### config.mk
export PLATFORM = sky130hd
export DESIGN_NAME = rocc_cmd_queue
export DESIGN_NICKNAME = d
export VERILOG_FILES = /design/src/rtl/rocc_cmd_queue.sv
export SDC_FILE = /design/constraint.sdc
export NUM_CORES = 1
export LEC_CHECK = 0
export BUFFER_PORTS_ARGS = -buffer_cell sky130_fd_sc_hd__buf_2
export CORE_MARGIN = 1.5
export CORE_UTILIZATION = 34
export CTS_CLUSTER_DIAMETER = 100
export DETAILED_ROUTE_END_ITERATION = 6
export PLACE_DENSITY = 0.55
export SKIP_LAST_GASP = 1
export SYNTH_ARGS = -nofsm -noshare
export SYNTH_HDL_FRONTEND = slang
export SYNTH_SLANG_ARGS = --single-unit
### constraint.sdc
create_clock -name clock -period 13.25 [get_ports clock]
set_clock_uncertainty 0.05 [all_clocks]
set_input_delay 1.325 -clock clock [delete_from_list [all_inputs] [get_ports clock]]
set_output_delay 1.325 -clock clock [all_outputs]
set_load 0.02 [all_outputs]
### src/rtl/rocc_cmd_queue.sv
// Decoupling stage between the core RoCC port and an accelerator: DEPTH-entry
// command FIFO, one-entry response register, and an outstanding-response limiter.
module rocc_cmd_queue #(
    parameter int XLEN    = 64,
    parameter int DEPTH   = 4,
    parameter int MAX_OUT = 8
) (
    input  logic            clock,
    input  logic            reset,
    input  logic            core_cmd_valid,
    output logic            core_cmd_ready,
    input  logic [6:0]      core_cmd_funct,
    input  logic [4:0]      core_cmd_rd,
    input  logic            core_cmd_xd,
    input  logic [XLEN-1:0] core_cmd_rs1,
    input  logic [XLEN-1:0] core_cmd_rs2,
    output logic            acc_cmd_valid,
    input  logic            acc_cmd_ready,
    output logic [6:0]      acc_cmd_funct,
    output logic [4:0]      acc_cmd_rd,
    output logic            acc_cmd_xd,
    output logic [XLEN-1:0] acc_cmd_rs1,
    output logic [XLEN-1:0] acc_cmd_rs2,
    input  logic            acc_resp_valid,
    output logic            acc_resp_ready,
    input  logic [4:0]      acc_resp_rd,
    input  logic [XLEN-1:0] acc_resp_data,
    output logic            core_resp_valid,
    input  logic            core_resp_ready,
    output logic [4:0]      core_resp_rd,
    output logic [XLEN-1:0] core_resp_data,
    input  logic            acc_busy,
    output logic            core_busy
);

    localparam int PTR_W = $clog2(DEPTH);
    localparam int CNT_W = PTR_W + 1;
    localparam int OUT_W = $clog2(MAX_OUT + 1);
    localparam int CMD_W = 13 + 2 * XLEN;
    localparam logic [CNT_W-1:0] DEPTH_C   = CNT_W'(DEPTH);
    localparam logic [OUT_W-1:0] MAX_OUT_C = OUT_W'(MAX_OUT);

    logic [CMD_W-1:0] mem [DEPTH];
    logic [PTR_W-1:0] wr_ptr;
    logic [PTR_W-1:0] rd_ptr;
    logic [CNT_W-1:0] count;
    logic [OUT_W-1:0] out_cnt;

    logic             resp_vld_p1;
    logic [4:0]       resp_rd_p1;
    logic [XLEN-1:0]  resp_data_p1;

    logic enq, deq, resp_load, resp_take, out_inc;

    // A stray response with nothing outstanding must not wrap the counter.
    function automatic logic [OUT_W-1:0] sat_dec(input logic [OUT_W-1:0] x);
        return (x == '0) ? '0 : x - 1'b1;
    endfunction

    assign core_cmd_ready = !reset && (count != DEPTH_C) &&
                            !(core_cmd_xd && (out_cnt == MAX_OUT_C));
    assign acc_cmd_valid  = (count != '0);
    assign enq            = core_cmd_valid && core_cmd_ready;
    assign deq            = acc_cmd_valid && acc_cmd_ready;
    assign out_inc        = enq && core_cmd_xd;

    assign acc_resp_ready  = !resp_vld_p1 || core_resp_ready;
    assign resp_load       = acc_resp_valid && acc_resp_ready;
    assign resp_take       = resp_vld_p1 && core_resp_ready;
    assign core_resp_valid = resp_vld_p1;
    assign core_resp_rd    = resp_rd_p1;
    assign core_resp_data  = resp_data_p1;

    assign {acc_cmd_funct, acc_cmd_rd, acc_cmd_xd, acc_cmd_rs1, acc_cmd_rs2} = mem[rd_ptr];

    assign core_busy = (count != '0) || resp_vld_p1 || (out_cnt != '0) || acc_busy;

    // Control state: FIFO bookkeeping, response valid, outstanding count
    always_ff @(posedge clock) begin
        if (reset) begin
            wr_ptr      <= '0;
            rd_ptr      <= '0;
            count       <= '0;
            out_cnt     <= '0;
            resp_vld_p1 <= 1'b0;
        end else begin
            if (enq) wr_ptr <= wr_ptr + 1'b1;
            if (deq) rd_ptr <= rd_ptr + 1'b1;
            if (enq && !deq)      count <= count + 1'b1;
            else if (deq && !enq) count <= count - 1'b1;
            if (out_inc && !resp_take)      out_cnt <= out_cnt + 1'b1;
            else if (resp_take && !out_inc) out_cnt <= sat_dec(out_cnt);
            if (resp_load)      resp_vld_p1 <= 1'b1;
            else if (resp_take) resp_vld_p1 <= 1'b0;
        end
    end

    // Data path: FIFO storage and response payload are never reset
    always_ff @(posedge clock) begin
        if (enq) mem[wr_ptr] <= {core_cmd_funct, core_cmd_rd, core_cmd_xd, core_cmd_rs1, core_cmd_rs2};
        if (resp_load) begin
            resp_rd_p1   <= acc_resp_rd;
            resp_data_p1 <= acc_resp_data;
        end
    end

endmodule

==> results of run 1 <==
report_power, final:
part	switching, W	internal (W)	total (W)
sequential	0.0000482	0.00239	0.00244
clock	0.000793	0.00114	0.00194
combinational	0.000629	0.000438	0.00107
total	0.00147	0.00397	0.00544
layout make-up:
cell class,count,area (um^2),share of cell area
well taps,873,1090,0.0380
inverters,8,30.0,0.00105
multi-input cells,215,3720,0.129
repair buffers,445,2260,0.0787
clock inverters,39,513,0.0179
flip-flops and latches,647,19300,0.672
clock buffers,84,1800,0.0628
diodes,7,17.5,0.000610
flip-flops by register name, indices dropped and copies added, names as in the netlist, named ones only:
register	flops
rd_ptr	2
count	3
core_resp_rd	5
core_resp_valid	1
mem	564
wr_ptr	2
core_resp_data	64
out_cnt	4
stage by stage:
step / hold slack [ns] / utilization / std cells / power [W]
after global routing: 0.511 / 0.426 / 2313 / 0.00566
after floorplan: 0.427 / - / 906 / 0.00323
after detailed placement: 0.457 / 0.392 / 2188 / 0.00358
final: 0.468 / 0.426 / 2318 / 0.00544
after CTS: 0.471 / 0.426 / 2311 / 0.00554
after global placement: 0.461 / 0.392 / 2188 / 0.00358
final timing paths:
check | startpoint | end | slack, ns | cells past startpoint
setup reg to reg | out_cnt[0] | mem[2][24] | 9.83 | 7
hold / removal | out_cnt[0] | out_cnt[0] | 0.47 | 2
hold reg to reg | out_cnt[0] | out_cnt[0] | 0.47 | 2
setup / recovery | flip-flop | acc_cmd_rs1[34] | 8.27 | 4
logic make-up (layout without fill, tap and decap cells):
| family | Yosys count | in the layout | synth area share |
|---|---|---|---|
| flops | 647 | 647 | 0.829 |
| mux | 144 | 144 | 0.138 |
| buf+inv | 44 | 576 | 0.0112 |
| simple gates | 41 | 41 | 0.00963 |
| compound gates | 15 | 15 | 0.00430 |
| fa+ha+maj | 10 | 10 | 0.00570 |
| xor+xnor | 5 | 5 | 0.00188 |
| other cells | 0 | 7 | 0 |
cells in the mapped netlist, drive strengths merged, types with 2 or more instances:
library cell  count  share of area
edfxtp          633           0.82
mux4            141           0.14
buf              26         0.0083
dfxtp            14          0.012
nor2             12         0.0019
clkbuf           10         0.0017
ha                9         0.0048
inv               8         0.0013
and2              6         0.0016
a21oi             4        0.00086
nand2             4        0.00065
nand2b            4         0.0011
xor2              4         0.0015
nand3             3        0.00065
nor2b             3        0.00081
nor3              3        0.00086
o21ai             3        0.00065
mux2i             2        0.00086
nor3b             2        0.00065
or3               2        0.00075
worst max-delay path, stage by stage, from the launching register on:
cell and delay (ns):
sky130_fd_sc_hd__dfxtp_4 0.50, sky130_fd_sc_hd__buf_4 0.77, sky130_fd_sc_hd__buf_4 0.82, sky130_fd_sc_hd__mux4_2 0.63
sky130_fd_sc_hd__buf_2 0.18
metal layers:
metal / track usage / routed length, um / part of all wire / up-vias
met2: 0.236 / 24700 / 0.50 / 371
met3: 0.0440 / 3450 / 0.070 / 87
met5: 0 / 38 / 0.00078 / -
met1: 0.168 / 19600 / 0.40 / 5605
li1: - / - / - / 4836
met4: 0.0525 / 1200 / 0.024 / 6
==> implementation parameters, run 1 <==
Parameter                              Value

Finish
  Fin area ... 28700 um^2
  Filler cell count in the final layout ... 5879
  Top library cells by usage in the layout, fill and taps aside ... sky130_fd_sc_hd__edfxtp_1, sky130_fd_sc_hd__buf_2, sky130_fd_sc_hd__mux4_2
  Layout cells sized above 1 ... 0.482
  Number of nets in the layout ... 1614
  Area growth from synthesis to layout ... 23.5%
  Most common cell after layout, fill and taps aside ... sky130_fd_sc_hd__edfxtp_1

Floorplan
  Die Ht ... 265 um
  Core ar. ... 67400 um^2
  IO Pins ... 432
  Starting density of the core ... 0.345
  Site Rows ... 95
  Die width ... 265 um
  Die area ... 70000 um^2

Clock network
  Buffers inserted during post-CTS setup optimization ... 0
  Clock tree sinks ... 647
  Total of cells resized after clock tree synthesis ... 0
  Clk slew on worst S/H paths ... 0.06 ns
  CTS H-tree lvls ... 3
  CTS tree ... done
  CTS buffer count ... 70
  Root Buffer Master ... sky130_fd_sc_hd__clkbuf_16
  Insertion delay of the later-clocked pin in the worst-skew pair ... 0.60 ns
  Max Buffers Root-to-Sink ... 3
  Hold-fix buffers at CTS ... 0

Run
  Number of violations of the max-capacitance limit ... 0

Critical path
  Crit path kind ... reg2out
  Sort of element at the end of the critical path ... primary output
  Nature of the critical path startpoint ... flip-flop
  CP max FO ... 46
  Required arrival time at the worst endpoint ... 11.88 ns
  Arrival time reported for the critical path endpoint ... 3.61 ns

Synth
  Summed instance area of the synthesized netlist ... 23300 um^2
  Avg Synthesized Cell Area ... 25.7 um^2
  Post-synth net total ... 1133
  Yosys warns ... 0
  Synth Flop Type ... sky130_fd_sc_hd__edfxtp_1
  Synth Instances ... 906
  Number of flops mapped to enable cells by yosys ... 633
  Count of cell types in the netlist ... 37
  Number of synthesized register bits ... 647
  Register area share after synthesis ... 0.829
  Ys async rst share ... 0

STA
  Top achievable clock speed ... 0.201 GHz
  Fin worst setup slack ... 8.27 ns
  Final worst path period need ... 4.98 ns
  Transition time at the pin with the least slew margin ... 0.950 ns
  Share of the cycle needed by the critical path after routing ... 0.376
  Count of endpoints failing setup in the final report ... 0
  Max-slew violation count ... 0
  Relative slew slack ... 0.367
  Unrepaired setup endpoints after global routing ... false
  Setup TNS ... 0 ns
  Final Hold Viols ... 0

Power and ir drop
  LEAKAGE ... 9.78 nW
  Power per cell area ... 189 nW/um^2
  Max VDD drop ... 131 uV

Hold path
  Class of the tightest hold or removal check ... reg2reg

Global route
  GR Overflow Total ... 0
  GRT Util Overall ... 0.140
  Vias in the first global route ... 11833
  Initial antenna violation count ... 8
  Global-route wire length before repair ... 73100 um
  Maximum number of pins on one net before global-route repair ... 70

Placement
  Detailed placement HPWL ... 30800 um
  Area of placed instances ... 26400 um^2
  Worst slack, placed ... 8.73 ns
  Final Wtd Congestion ... 0.771
  Number of buffers added on ports ... 431

Route
  Routed Antenna Nets ... 0
  Detailed-router iteration count before antenna repair ... 4
  Detailed Route Iter0 Violations ... 683
  Via-per-instance ratio ... 4.70
  Aggregate routed wire length ... 49000 um
  WL per Instance ... 21.1 um
  Via count ... 10905
  Residual DRC ... 0

Outcome
  Status ... completed
Power figures use the tool's default switching activity.
==> run 2: changes to the inputs <==
--- a/config.mk
+++ b/config.mk
@@ -10,7 +10,7 @@
 export CORE_UTILIZATION = 34
 export CTS_CLUSTER_DIAMETER = 100
 export DETAILED_ROUTE_END_ITERATION = 6
-export PLACE_DENSITY = 0.55
+export PLACE_DENSITY = 0.57
 export SKIP_LAST_GASP = 1
 export SYNTH_ARGS = -nofsm -noshare
 export SYNTH_HDL_FRONTEND = slang
==> constraint.sdc (replaced) <==
create_clock -name clock -period 4.1 [get_ports clock]
set_clock_uncertainty 0.05 [all_clocks]
set_input_delay 0.41 -clock clock [delete_from_list [all_inputs] [get_ports clock]]
set_output_delay 0.41 -clock clock [all_outputs]
set_load 0.02 [all_outputs]
==> run 2 against run 1 <==
Against the previous run: sequential cell count unchanged; via count increased by 9.4%; count of clock-buffer cells in the layout increased by 6; non-clock buffer count increased by 223; combinational power increased to 3.5 times the previous value; critical path depth decreased by 1; final cell count increased by 9.6%; critical endpoint is now acc_cmd_rs1[6]; largest cell class unchanged.
==> implementation parameters, run 2 (synthesized netlist as in run 1, its figures left out) <==
Parameter                              Value

Floorplan
  Die width ... 265 um
  Die area ... 70000 um^2
  Site Rows ... 95
  IO Pins ... 432
  Die Ht ... 265 um
  Core ar. ... 67400 um^2
  Starting density of the core ... 0.345

Critical path
  Top Family by Delay on Critical Path ... flip-flops
  Worst path buffer plus inverter count ... 2
  CP max FO ... 27
  Critical path, cell by cell ... buf_4, mux4_2, buf_2
  Crit path max-delay cell type ... sky130_fd_sc_hd__dfxtp_4
  Largest incremental delay on the critical path ... 0.81 ns
  Crit path kind ... reg2out
  Nature of the critical path startpoint ... flip-flop
  Sort of element at the end of the critical path ... primary output
  Arrival time reported for the critical path endpoint ... 2.61 ns
  Required arrival time at the worst endpoint ... 3.64 ns

Placement
  Detailed placement HPWL ... 32100 um
  Area of placed instances ... 26700 um^2
  Final Wtd Congestion ... 0.815
  Number of buffers added on ports ... 431

Finish
  Multi-input gate area ... 3720 um^2
  Filler cell count in the final layout ... 5642
  Fin area ... 30900 um^2
  Max reg flops ... 564
  Number of nets in the layout ... 1838
  Most common cell after layout, fill and taps aside ... sky130_fd_sc_hd__edfxtp_1
  Top library cells by usage in the layout, fill and taps aside ... sky130_fd_sc_hd__edfxtp_1, sky130_fd_sc_hd__buf_2, sky130_fd_sc_hd__dlygate4sd3_1
  Largest register by flop count ... mem
  Fin util ... 0.459
  Layout cells sized above 1 ... 0.424
  Sequential standard cell area ... 19300 um^2
  Area growth from synthesis to layout ... 33.1%

Power and ir drop
  Share of power burned in the clock network ... 0.335
  Share of power burned in registers ... 0.452
  Internal power ... 0.0127 W
  Psw ... 0.00487 W
  Combinational share of power ... 0.213
  Max VDD drop ... 357 uV
  LEAKAGE ... 10.7 nW
  Sw Ratio ... 0.278
  Power per cell area ... 567 nW/um^2

Clock network
  Root Buffer Master ... sky130_fd_sc_hd__clkbuf_16
  Insertion delay of the later-clocked pin in the worst-skew pair ... 0.61 ns
  Buffers inserted during post-CTS setup optimization ... 0
  Total of cells resized after clock tree synthesis ... 0
  CTS H-tree lvls ... 3
  CTS tree ... done
  Clock tree sinks ... 647
  Max Buffers Root-to-Sink ... 3
  Clk slew on worst S/H paths ... 0.06 ns
  CTS buffer count ... 71

Global route
  Vias in the first global route ... 13169
  Global-route wire length before repair ... 79200 um
  Maximum number of pins on one net before global-route repair ... 80
  Initial antenna violation count ... 4
  GRT Util Overall ... 0.150
  GR Overflow Total ... 0

Route
  Via count ... 11927
  Residual DRC ... 0
  Aggregate routed wire length ... 52300 um
  Detailed-router iteration count before antenna repair ... 4
  Detailed Route Iter0 Violations ... 780
  Via-per-instance ratio ... 4.70
  WL per Instance ... 20.6 um
  Routed Antenna Nets ... 0

STA
  Max-slew violation count ... 0
  Transition time at the pin with the least slew margin ... 0.965 ns
  Count of endpoints failing setup in the final report ... 0
  Final Hold Viols ... 0
  Top achievable clock speed ... 0.326 GHz
  Unrepaired setup endpoints after global routing ... false
  Relative slew slack ... 0.357
  Final worst path period need ... 3.07 ns
  Share of the cycle needed by the critical path after routing ... 0.749
  Setup TNS ... 0 ns
  Post-Route Hold Slack ... 0.107 ns

Run
  Number of violations of the max-capacitance limit ... 0

Outcome
  Status ... completed

Hold path
  Class of the tightest hold or removal check ... in2reg
==> run 2: cell types whose count changed in the layout (fill, tap and decap cells not counted), sizes merged <==
cell	before	now
dlygate4sd3	0	211
buf	445	457
bufinv	8	1
clkbuf	84	90
diode	7	1
clkinv	25	30
inv	12	13
==> run 2: layout make-up <==
class                      instances  area share
sequential                       647       0.623
timing repair buffer             668       0.150
multi-input combinational        215       0.120
clock buffer                      90      0.0597
tap                              873      0.0353
clock inverter                    38      0.0104
inverter                           8    0.000970
antenna                            1   0.0000809
==> run 2: worst reg2reg max path: cells and delay by family (launching register included) <==
kind | cells | cell delay [ns]
AND/OR/NAND/NOR | 3 | 1.07
buffers and inverters | 2 | 0.48
flip-flops | 1 | 0.39
adder cells (fa/ha/maj) | 1 | 0.24
AO/OA/AOI/OAI | 1 | 0.21
==> run 2: metrics by stage <==
stage                     cells  worst slack (ns)  total power, W
after floorplan             906             0.618          0.0104
after global placement     2200              1.31          0.0117
after detailed placement   2200              1.20          0.0117
after CTS                  2539             0.904          0.0178
after global routing       2540             0.858          0.0183
final                      2540              1.03          0.0175
==> run 2: repair_timing <==
action / in CTS / in global routing
hold endpoints to repair: 634 / 0
hold buffers: 211 / 0
setup endpoints to repair: 0 / 0
==> run 2: path summary, 6_finish.rpt <==
path / from / to / slack [ns] / cells past startpoint
min reg2reg: out_cnt[0] / out_cnt[0] / 0.48 / 2
max: flip-flop / acc_cmd_rs1[6] / 1.03 / 3
max reg2reg: out_cnt[0] / mem[2][45] / 1.24 / 7
min: core_resp_ready / core_resp_valid / 0.11 / 3
==> run 2: layer usage <==
metal	GRT usage	wire, um	up-vias
met4	0.0475	1200	6
met5	0	40	-
met3	0.0449	3780	83
li1	-	-	5284
met1	0.184	21000	6132
met2	0.255	26200	422
==> run 2: power groups by stage <==
stage                     clock, W  sequential [W]  combinational [W]
after floorplan                  0         0.00799            0.00243
after global placement           0         0.00805            0.00364
after detailed placement         0         0.00807            0.00365
after CTS                  0.00606         0.00793            0.00383
after global routing       0.00631         0.00796            0.00400
final                      0.00588         0.00792            0.00374
